$ cat config.mk
export PLATFORM = sky130hd
export DESIGN_NAME = umtrx_tx_dac_mux_flat
export DESIGN_NICKNAME = d
export VERILOG_FILES = /design/src/rtl/umtrx_tx_dac_mux_if.sv /design/src/rtl/umtrx_tx_dac_mux.sv /design/src/flat_wrapper.sv
export SDC_FILE = /design/constraint.sdc
export NUM_CORES = 1
export LEC_CHECK = 0
export BUFFER_PORTS_ARGS = -buffer_cell sky130_fd_sc_hd__buf_2
export CORE_UTILIZATION = 51
export CTS_CLUSTER_DIAMETER = 120
export CTS_CLUSTER_SIZE = 25
export DETAILED_ROUTE_END_ITERATION = 8
export GPL_ROUTABILITY_DRIVEN = 0
export HOLD_SLACK_MARGIN = 0.1
export PLACE_DENSITY = 0.75
export SYNTH_ARGS = -nofsm -noshare
export SYNTH_HDL_FRONTEND = slang
export SYNTH_SLANG_ARGS = --single-unit
export TNS_END_PERCENT = 10
$ cat constraint.sdc
create_clock -name clk -period 2.4 [get_ports clk]
set_input_delay 0.12 -clock clk [delete_from_list [all_inputs] [get_ports clk]]
set_output_delay 0.12 -clock clk [all_outputs]
set_load 0.01 [all_outputs]
$ cat src/rtl/umtrx_tx_dac_mux_if.sv
// Deframer-to-DAC bus bundle: settings writes, DAC strobe, channel samples/flags in; strobes and DAC words out.
// Purely combinational wiring; no flow control beyond the per-channel consume strobes.
interface umtrx_tx_dac_mux_if #(
    parameter int NUM_CHAN   = 2,
    parameter int NUM_DAC    = 2,
    parameter int SAMP_WIDTH = 16,
    parameter int DAC_WIDTH  = 12
);
    logic                               set_stb;
    logic [7:0]                         set_addr;
    logic [31:0]                        set_data;
    logic                               dac_stb;
    logic [NUM_CHAN*2*SAMP_WIDTH-1:0]   chan_sample;
    logic [NUM_CHAN-1:0]                chan_run;
    logic [NUM_CHAN-1:0]                chan_clear;
    logic [NUM_CHAN-1:0]                chan_strobe;
    logic [NUM_DAC*DAC_WIDTH-1:0]       dac_i;
    logic [NUM_DAC*DAC_WIDTH-1:0]       dac_q;
    logic                               run;

    modport master (
        output set_stb, set_addr, set_data, dac_stb, chan_sample, chan_run, chan_clear,
        input  chan_strobe, dac_i, dac_q, run
    );

    modport slave (
        input  set_stb, set_addr, set_data, dac_stb, chan_sample, chan_run, chan_clear,
        output chan_strobe, dac_i, dac_q, run
    );
endinterface

$ cat src/rtl/umtrx_tx_dac_mux.sv
// TX sample distributor: divided DAC strobe -> per-channel consume strobes, capture, width conversion, crossbar to DACs.
// Latency: chan_strobe at S -> dac outputs at S+3; no backpressure, samples are pulled on the divided DAC strobe.
module umtrx_tx_dac_mux #(
    parameter int NUM_CHAN   = 2,
    parameter int NUM_DAC    = 2,
    parameter int SAMP_WIDTH = 16,
    parameter int DAC_WIDTH  = 12,
    parameter int BASE       = 0
) (
    input  logic               clk,
    input  logic               rst,
    umtrx_tx_dac_mux_if.slave  bus
);
    localparam int SHIFT = SAMP_WIDTH - DAC_WIDTH;
    localparam int RND   = (1 << SHIFT) >> 1;
    localparam logic [SAMP_WIDTH-1:0] RND_V = SAMP_WIDTH'(RND);
    localparam logic [DAC_WIDTH-1:0]  SAT_V = {1'b0, {(DAC_WIDTH-1){1'b1}}};

    function automatic logic [DAC_WIDTH-1:0] convert(input logic [SAMP_WIDTH-1:0] x, input logic rnd);
        logic [SAMP_WIDTH-1:0] sum;
        sum = x + RND_V;
        if (rnd && (SHIFT > 0)) begin
            // only a positive input can wrap into the sign bit after adding the half-LSB
            if (!x[SAMP_WIDTH-1] && sum[SAMP_WIDTH-1])
                return SAT_V;
            return sum[SAMP_WIDTH-1 -: DAC_WIDTH];
        end
        return x[SAMP_WIDTH-1 -: DAC_WIDTH];
    endfunction

    logic                        run_any, wr_sel, wr_ctrl, tick;
    logic [7:0]                  cnt_q, cnt_d, cnt_eff, div_q, div_eff;
    logic                        round_q, idle_q, run_q;
    logic [NUM_DAC-1:0]          swap_q;
    logic [3:0]                  sel_q    [NUM_DAC];
    logic [NUM_CHAN-1:0]         cstb_q;
    logic [2*SAMP_WIDTH-1:0]     hold_q   [NUM_CHAN];
    logic [2*SAMP_WIDTH-1:0]     hold_d   [NUM_CHAN];
    logic [DAC_WIDTH-1:0]        conv_i_q [NUM_DAC];
    logic [DAC_WIDTH-1:0]        conv_q_q [NUM_DAC];
    logic [DAC_WIDTH-1:0]        conv_i_d [NUM_DAC];
    logic [DAC_WIDTH-1:0]        conv_q_d [NUM_DAC];
    logic [DAC_WIDTH-1:0]        dac_i_q  [NUM_DAC];
    logic [DAC_WIDTH-1:0]        dac_q_q  [NUM_DAC];
    logic                        unused_set_data;

    assign run_any = |bus.chan_run;
    assign wr_sel  = bus.set_stb && (bus.set_addr == 8'(BASE));
    assign wr_ctrl = bus.set_stb && (bus.set_addr == 8'(BASE + 1));
    assign unused_set_data = ^bus.set_data[31:10];

    // A CTRL write restarts the count and the coincident strobe already uses the new divisor
    always_comb begin
        cnt_eff = wr_ctrl ? 8'd0 : cnt_q;
        div_eff = wr_ctrl ? bus.set_data[7:0] : div_q;
        tick    = 1'b0;
        cnt_d   = cnt_eff;
        if (!run_any) begin
            cnt_d = 8'd0;
        end else if (bus.dac_stb) begin
            if (cnt_eff == div_eff) begin
                tick  = 1'b1;
                cnt_d = 8'd0;
            end else begin
                cnt_d = cnt_eff + 8'd1;
            end
        end
    end

    always_comb begin
        for (int c = 0; c < NUM_CHAN; c++) begin
            hold_d[c] = hold_q[c];
            if (bus.chan_clear[c])
                hold_d[c] = '0;
            else if (cstb_q[c])
                hold_d[c] = bus.chan_sample[c*2*SAMP_WIDTH +: 2*SAMP_WIDTH];
            else if (!bus.chan_run[c] && !idle_q)
                hold_d[c] = '0;
        end
    end

    // Out-of-range selects match no channel and leave the DAC at zero
    always_comb begin
        for (int d = 0; d < NUM_DAC; d++) begin
            conv_i_d[d] = '0;
            conv_q_d[d] = '0;
            for (int c = 0; c < NUM_CHAN; c++) begin
                if (sel_q[d] == 4'(c)) begin
                    conv_i_d[d] = convert(hold_q[c][2*SAMP_WIDTH-1 -: SAMP_WIDTH], round_q);
                    conv_q_d[d] = convert(hold_q[c][SAMP_WIDTH-1:0], round_q);
                end
            end
        end
    end

    always_ff @(posedge clk) begin
        if (rst) begin
            cnt_q   <= '0;
            div_q   <= '0;
            round_q <= 1'b0;
            idle_q  <= 1'b0;
            swap_q  <= '0;
            run_q   <= 1'b0;
            cstb_q  <= '0;
            for (int c = 0; c < NUM_CHAN; c++)
                hold_q[c] <= '0;
            for (int d = 0; d < NUM_DAC; d++) begin
                sel_q[d]    <= 4'(d % NUM_CHAN);
                conv_i_q[d] <= '0;
                conv_q_q[d] <= '0;
                dac_i_q[d]  <= '0;
                dac_q_q[d]  <= '0;
            end
        end else begin
            cnt_q  <= cnt_d;
            run_q  <= run_any;
            cstb_q <= tick ? bus.chan_run : '0;
            hold_q <= hold_d;
            for (int d = 0; d < NUM_DAC; d++) begin
                conv_i_q[d] <= conv_i_d[d];
                conv_q_q[d] <= conv_q_d[d];
                dac_i_q[d]  <= swap_q[d] ? conv_q_q[d] : conv_i_q[d];
                dac_q_q[d]  <= swap_q[d] ? conv_i_q[d] : conv_q_q[d];
                if (wr_sel)
                    sel_q[d] <= bus.set_data[4*d +: 4];
            end
            if (wr_ctrl) begin
                div_q   <= bus.set_data[7:0];
                round_q <= bus.set_data[8];
                idle_q  <= bus.set_data[9];
                swap_q  <= bus.set_data[10 +: NUM_DAC];
            end
        end
    end

    assign bus.chan_strobe = cstb_q;
    assign bus.run         = run_q;

    for (genvar g = 0; g < NUM_DAC; g++) begin : g_out
        assign bus.dac_i[g*DAC_WIDTH +: DAC_WIDTH] = dac_i_q[g];
        assign bus.dac_q[g*DAC_WIDTH +: DAC_WIDTH] = dac_q_q[g];
    end
endmodule

$ cat src/flat_wrapper.sv
// flat-port wrapper written by rule: the top's interface ports become plain ports
module umtrx_tx_dac_mux_flat 
#(
    parameter int NUM_CHAN   = 2,
    parameter int NUM_DAC    = 2,
    parameter int SAMP_WIDTH = 16,
    parameter int DAC_WIDTH  = 12,
    parameter int BASE       = 0
)
  (clk, rst, bus_set_stb, bus_set_addr, bus_set_data, bus_dac_stb, bus_chan_sample, bus_chan_run, bus_chan_clear, bus_chan_strobe, bus_dac_i, bus_dac_q, bus_run);
  umtrx_tx_dac_mux_if #(.NUM_CHAN(NUM_CHAN), .NUM_DAC(NUM_DAC), .SAMP_WIDTH(SAMP_WIDTH), .DAC_WIDTH(DAC_WIDTH)) bus_i ();
  input  logic clk;
  input  logic rst;
  input wire logic [$bits(bus_i.set_stb)-1:0] bus_set_stb;
  input wire logic [$bits(bus_i.set_addr)-1:0] bus_set_addr;
  input wire logic [$bits(bus_i.set_data)-1:0] bus_set_data;
  input wire logic [$bits(bus_i.dac_stb)-1:0] bus_dac_stb;
  input wire logic [$bits(bus_i.chan_sample)-1:0] bus_chan_sample;
  input wire logic [$bits(bus_i.chan_run)-1:0] bus_chan_run;
  input wire logic [$bits(bus_i.chan_clear)-1:0] bus_chan_clear;
  output wire logic [$bits(bus_i.chan_strobe)-1:0] bus_chan_strobe;
  output wire logic [$bits(bus_i.dac_i)-1:0] bus_dac_i;
  output wire logic [$bits(bus_i.dac_q)-1:0] bus_dac_q;
  output wire logic [$bits(bus_i.run)-1:0] bus_run;
  assign bus_i.set_stb = bus_set_stb;
  assign bus_i.set_addr = bus_set_addr;
  assign bus_i.set_data = bus_set_data;
  assign bus_i.dac_stb = bus_dac_stb;
  assign bus_i.chan_sample = bus_chan_sample;
  assign bus_i.chan_run = bus_chan_run;
  assign bus_i.chan_clear = bus_chan_clear;
  assign bus_chan_strobe = bus_i.chan_strobe;
  assign bus_dac_i = bus_i.dac_i;
  assign bus_dac_q = bus_i.dac_q;
  assign bus_run = bus_i.run;
  umtrx_tx_dac_mux #(.NUM_CHAN(NUM_CHAN), .NUM_DAC(NUM_DAC), .SAMP_WIDTH(SAMP_WIDTH), .DAC_WIDTH(DAC_WIDTH), .BASE(BASE)) u_core (.clk(clk), .rst(rst), .bus(bus_i));
endmodule
# After elaboration in Yosys (flattened, before gate mapping)
# Memories as Yosys holds them, arrays and structs flattened.
# Index checks and enable logic that the tools add are counted.
# W data, S select, Z words.
[classes]
addsub = 5
n_eq_ne = 4
mux = 88
bitwise_logic = 12
n_reduce_logical = 25
[ops]
columns = ["cell", "count"]
rows = [
  ["$mux W12", 48],
  ["$mux W32", 4],
  ["$add A16 B4 Y16 const B", 4],
  ["$mux W8", 4],
  ["$mux W1", 30],
  ["$or A1 B1 Y1", 10],
  ["$reduce_or A2 Y1", 5],
  ["$add A8 B1 Y8 const B", 1],
  ["$eq A4 B1 Y1 const B", 2],
  ["$eq A8 B1 Y1 const B", 1],
  ["$eq A8 B8 Y1", 1],
  ["$logic_and A1 B1 Y1", 8],
  ["$logic_not A4 Y1", 2],
  ["$logic_not A8 Y1", 1],
  ["$mux W4", 2],
  ["$logic_not A1 Y1", 7],
  ["$reduce_bool A2 Y1", 2],
  ["$not A1 Y1", 2],
]
[totals]
ff_bits = 87
mem_bits_rw = 104
input_bits = 112
output_inout_bits = 51
mem_count = 5
[mem_list]
columns = ["name", "depth", "word_bits", "read_ports", "rd_clocked_by_memory_dff", "write_ports", "line_no", "text"]
rows = [
  ["u_core.conv_i_q", 2, 12, 2, 0, 2, "umtrx_tx_dac_mux.sv:39", "logic [DAC_WIDTH-1:0] conv_i_q [NUM_DAC];"],
  ["u_core.conv_q_q", 2, 12, 2, 0, 2, "umtrx_tx_dac_mux.sv:40", "logic [DAC_WIDTH-1:0] conv_q_q [NUM_DAC];"],
  ["u_core.dac_i_q", 2, 12, 2, 0, 2, "umtrx_tx_dac_mux.sv:43", "logic [DAC_WIDTH-1:0] dac_i_q [NUM_DAC];"],
  ["u_core.dac_q_q", 2, 12, 2, 0, 2, "umtrx_tx_dac_mux.sv:44", "logic [DAC_WIDTH-1:0] dac_q_q [NUM_DAC];"],
  ["u_core.sel_q", 2, 4, 2, 0, 2, "umtrx_tx_dac_mux.sv:35", "logic [3:0] sel_q [NUM_DAC];"],
]

# Longest topological paths before layout
[depth]
ltp_word = 11
ltp_mapped = 7
ltp_nobuf = 6

# Worst setup path after synthesis
# No wires, ideal clock.
[synth_timing]
path_kind = "flip-flop to flip-flop"
from = "register u_core.hold_q[53] (netlist name)"
to = "memory u_core.conv_i_q[1][4] (netlist: u_core.conv_i_q[0][16])"
t_arrival_ns = 1.797
required_ns = 2.333
slack_ns = 0.537
stages_incl_launch_ff = 7
cell_sequence = "dfxtp_1 -> nand3_2 -> or4_1 -> buf_2 -> o211a_1 -> or3_1 -> a21oi_2"
[synth_lines]
columns = ["item", "line_no", "text"]
rows = [
  ["start, declared", "umtrx_tx_dac_mux.sv:37", "logic [2*SAMP_WIDTH-1:0] hold_q [NUM_CHAN];"],
  ["start signal, assigned", "umtrx_tx_dac_mux.sv:118", "hold_q <= hold_d;"],
  ["end, declared", "umtrx_tx_dac_mux.sv:39", ""],
]

==> results_dict.tcl <==
set metrics [dict create \
    synth_largest_area_cell "sky130_fd_sc_hd__dfxtp_1" \
    die-area_mm2 0.0148 \
    irDropWorstVdd_v 0.000454 \
    seq_pwr_share_pct 50.0 \
    netlist.area_leader.share_pct 46.9 \
    grt_pass1_wl_mm 29.9 \
    final.period_utilization_pct 86.6 \
    initial_utilization_pct 52.3 \
    postSynth.asyncResetShare_pct 0 \
    synthMostInstantiatedCell "sky130_fd_sc_hd__dfxtp_1" \
    grt_start_max_net_pins 60 \
    timing.slew.headroom_pct 53.5 \
    globalRoute.totalOverflow 0 \
    reg2regPathDepth 5 \
    worst-slew-pin-transition_ns 0.696 \
    synth-xor-area-share_pct 2.76 \
    critPathLaunchType "flip-flop" \
    grt_total_usage_pct 26.5 \
    number_of_enable_flip_flop_cells_after_synthesis 8 \
    num_antenna_cells 0 \
    setup_ws_ns 0.322 \
    cts_buffers 17 \
    skew_ns 0.00962 \
    power.density_cell_area_mw_per_mm2 650 \
    drt-pass1-iter-count 5 \
    hp-class "in -> reg" \
    timing.rr.end "u_core.conv_i_q[0][4]" \
    rows 43 \
    worst-path-buf-inv 0 \
    layout.nets 1079 \
    post_synth.cell_area_avg_um2 9.35 \
    io_buffer_count 130 \
    crit_start "u_core.round_q" \
    cp_top_family "simple AND/OR/NAND/NOR gates" \
    drt_wl_total_mm 18.7 \
    synth_cell_types 51 \
    drive_above_1_share_pct 18.9 \
    netSwitchingPower_w 0.00132 \
    synth-compound-area-share_pct 14.0 \
    max_cap_viol_count 0 \
    post_synth_fa_ha_maj_area_fraction_pct 0.686 \
    outcome "finished clean" \
    dp_hpwl_mm 12.8 \
    drtIter0Drc 619 \
    crit-reg2reg-launch "u_core.round_q" \
    cp_cell_sequence "nand2_1 -> or4_1 -> o211a_1 -> or3_1 -> a21oi_2" \
    critical_path.max_fanout 9 \
    power.combinational.fraction_pct 5.4 \
    power.static_leakage_nw 3.67 \
    netSwitchingFraction_pct 21.8 \
    ys_dominant_reg_cell "sky130_fd_sc_hd__dfxtp_1" \
    maxClockFrequency_ghz 0.481 \
    timing_hold_violations_final 0 \
    slowest_stage_delay_cp_ns 0.55 \
    report.final.slew_viol_count 0 \
    finalWorstPathRequiredPeriod_ns 2.08 \
    detailroute.via_count 6454 \
    synth_top_family_by_area "simple AND/OR/NAND/NOR gates" \
    worst_ep_required_time_ns 2.76 \
    tritoncts_num_sinks 179 \
    setup_total_negative_slack_ns 0 \
    synthToLayoutAreaGrowth_pct 28.2 \
    vias_per_cell 5.58 \
    die_y_um 122 \
    die_width_um 122 \
    clk_network_pwr_share_pct 44.6 \
    cts_max_path_buffers 2 \
    critical_path.endpoint "u_core.conv_i_q[0][4]" \
    worst_setup_hold_path_clk_slew_ns 0.07 \
    p_int_w 0.00475 \
    ioPinCount 163 \
    route.detailed.drc 0 \
    yosys-top-cells-area "sky130_fd_sc_hd__dfxtp_1 (47%), sky130_fd_sc_hd__mux2i_1 (11%), sky130_fd_sc_hd__nor2_1 (7.8%), sky130_fd_sc_hd__a22oi_1 (5.4%), sky130_fd_sc_hd__edfxtp_1 (3.3%)" \
    synth_sequential_area_ratio_pct 50.2 \
    clock_latency_ns 0.43 \
    syn-cell-area_mm2 0.00729 \
    r2r_slack_ns 0.32 \
    cts_setup_buffers 0 \
    antenna_found_initial 0 \
    htree_levels 4 \
    cts_resized 0 \
    synth_mux_area_share_pct 10.9 \
    residual_antenna_violating_net_count_after_detailed_routing 0 \
    postSynthNetCount 896 \
    unrepaired_setup_endpoints_after_global_routing "no" \
    ys_warn_count 0 \
    fillCellCount 1083 \
    clock-root-buffer "sky130_fd_sc_hd__clkbuf_16" \
    crit_path_arrival_time_ns 2.44 \
    report.final.setup_viol 0 \
    via_count_of_the_first_global_routing_pass 5924 \
    detail_route.wl_per_cell_um 16.2 \
    post_synth_and_or_nand_nor_area_fraction_pct 18.9 \
    register_bit_total_from_synthesis 179 \
    synthTopCellsByCount "sky130_fd_sc_hd__dfxtp_1 (171), sky130_fd_sc_hd__nor2_1 (151), sky130_fd_sc_hd__mux2i_1 (77)" \
    crit_path_end_kind "flip-flop" \
    tritoncts "done" \
    critical_path_class "reg -> reg" \
    postSynthCellCount 780 \
    path_depth 5 \
    core_area_mm2 0.0139 \
    placement.setup.worst_slack_ns 0.370 \
    critical-path-slowest-cell "sky130_fd_sc_hd__or4_1" \
]
[state kept, by name, summed over array words and instances (netlist names)]
register	cells
u_core.swap_q	2
u_core.dac_q_q	24
u_core.hold_q	52
u_core.div_q	8
u_core.bus.run	1
u_core.sel_q	8
u_core.conv_q_q	24
u_core.dac_i_q	24
u_core.bus.chan_strobe	2
u_core.round_q	1
u_core.conv_i_q	24
u_core.idle_q	1
u_core.cnt_q	8
[layout make-up]
type                    instances  area [um2]  area share, %
repair buffers                211        1430           15.3
clock buffers                  21         450           4.82
clock inverters                11         126           1.35
flip-flops and latches        179        3660           39.2
multi-input cells             552        3440           36.8
well taps                     180         225           2.41
inverters                       2        7.51         0.0803
[power by group through the flow]
stage / logic (W) / registers [W] / clock network (W)
6_report: 0.000326 / 0.00304 / 0.00271
5_1_grt: 0.000351 / 0.00304 / 0.00285
4_1_cts: 0.000316 / 0.00304 / 0.00275
3_5_place_dp: 0.000231 / 0.00310 / 0
3_3_place_gp: 0.000230 / 0.00310 / 0
2_1_floorplan: 0.000126 / 0.00310 / 0
[worst register-to-register path, cell delays in order, from the launching register on]
cell and delay (ns):
sky130_fd_sc_hd__dfxtp_1 0.53, sky130_fd_sc_hd__nand2_1 0.19, sky130_fd_sc_hd__or4_1 0.56, sky130_fd_sc_hd__o211a_1 0.27, sky130_fd_sc_hd__or3_1 0.36, sky130_fd_sc_hd__a21oi_2 0.12
[worst min-delay path by stage]
stage | cells after the start | from | end | slack, ns
after global placement | 3 | bus_set_data[9] | u_core.idle_q | 0.35
after global routing | 2 | rst | u_core.conv_q_q[0][15] | 0.19
after detailed placement | 3 | bus_set_data[9] | u_core.idle_q | 0.36
after floorplan | 1 | bus_chan_run[0] | u_core.bus.chan_strobe[0] | 0.24
after CTS | 2 | rst | u_core.conv_q_q[0][15] | 0.14
final | 2 | rst | u_core.conv_q_q[0][15] | 0.17
[per-layer routing]
| layer | track usage [%] | routed length (um) |
|---|---|---|
| met1 | 34.2 | 8370 |
| met5 | 0 | 0 |
| met2 | 42.6 | 8690 |
| met3 | 5.57 | 1140 |
| met4 | 11.7 | 510 |
[logic make-up after synthesis]
| family | after synthesis |
|---|---|
| simple gates | 301 |
| flops | 179 |
| compound gates | 145 |
| fa+ha+maj | 4 |
| buf+inv | 49 |
| xor+xnor | 23 |
| mux | 79 |
[stage by stage]
stage / hold WS, ns / area, um2 / utilization, % / total power, W / instances
3_3_place_gp: 0.355 / 8070 / 57.9 / 0.00333 / 1054
3_5_place_dp: 0.359 / 8070 / 57.9 / 0.00333 / 1054
6_report: 0.170 / 9350 / 67.1 / 0.00607 / 1156
4_1_cts: 0.144 / 9350 / 67.1 / 0.00610 / 1156
5_1_grt: 0.190 / 9350 / 67.1 / 0.00625 / 1156
2_1_floorplan: 0.242 / 7290 / - / 0.00322 / 780
[placed cells by master, fill, tap and decap left out, types with 6 or more instances in the layout]
cell	synthesis	routed
sky130_fd_sc_hd__a22o_1	10	10
sky130_fd_sc_hd__nand3_1	29	29
sky130_fd_sc_hd__buf_2	1	130
sky130_fd_sc_hd__nand2_1	48	48
sky130_fd_sc_hd__dfxtp_1	171	171
sky130_fd_sc_hd__buf_4	0	11
sky130_fd_sc_hd__nor2_1	151	151
sky130_fd_sc_hd__and2_1	11	11
sky130_fd_sc_hd__and4_1	9	9
sky130_fd_sc_hd__edfxtp_1	8	8
sky130_fd_sc_hd__xnor2_1	6	6
sky130_fd_sc_hd__nand4_1	8	8
sky130_fd_sc_hd__mux2i_1	77	77
sky130_fd_sc_hd__o22ai_1	29	29
sky130_fd_sc_hd__xor2_1	17	17
sky130_fd_sc_hd__nor3_1	10	10
sky130_fd_sc_hd__clkbuf_16	0	17
sky130_fd_sc_hd__or2_2	9	9
sky130_fd_sc_hd__dlygate4sd3_1	0	70
sky130_fd_sc_hd__o21ai_0	20	20
sky130_fd_sc_hd__a22oi_1	52	52
[timing repair]
item,in CTS,in global routing
endpoints found under the hold margin,78,0
hold buffers,70,0
setup endpoints to repair,0,0
(Power assumes the default switching activity.)
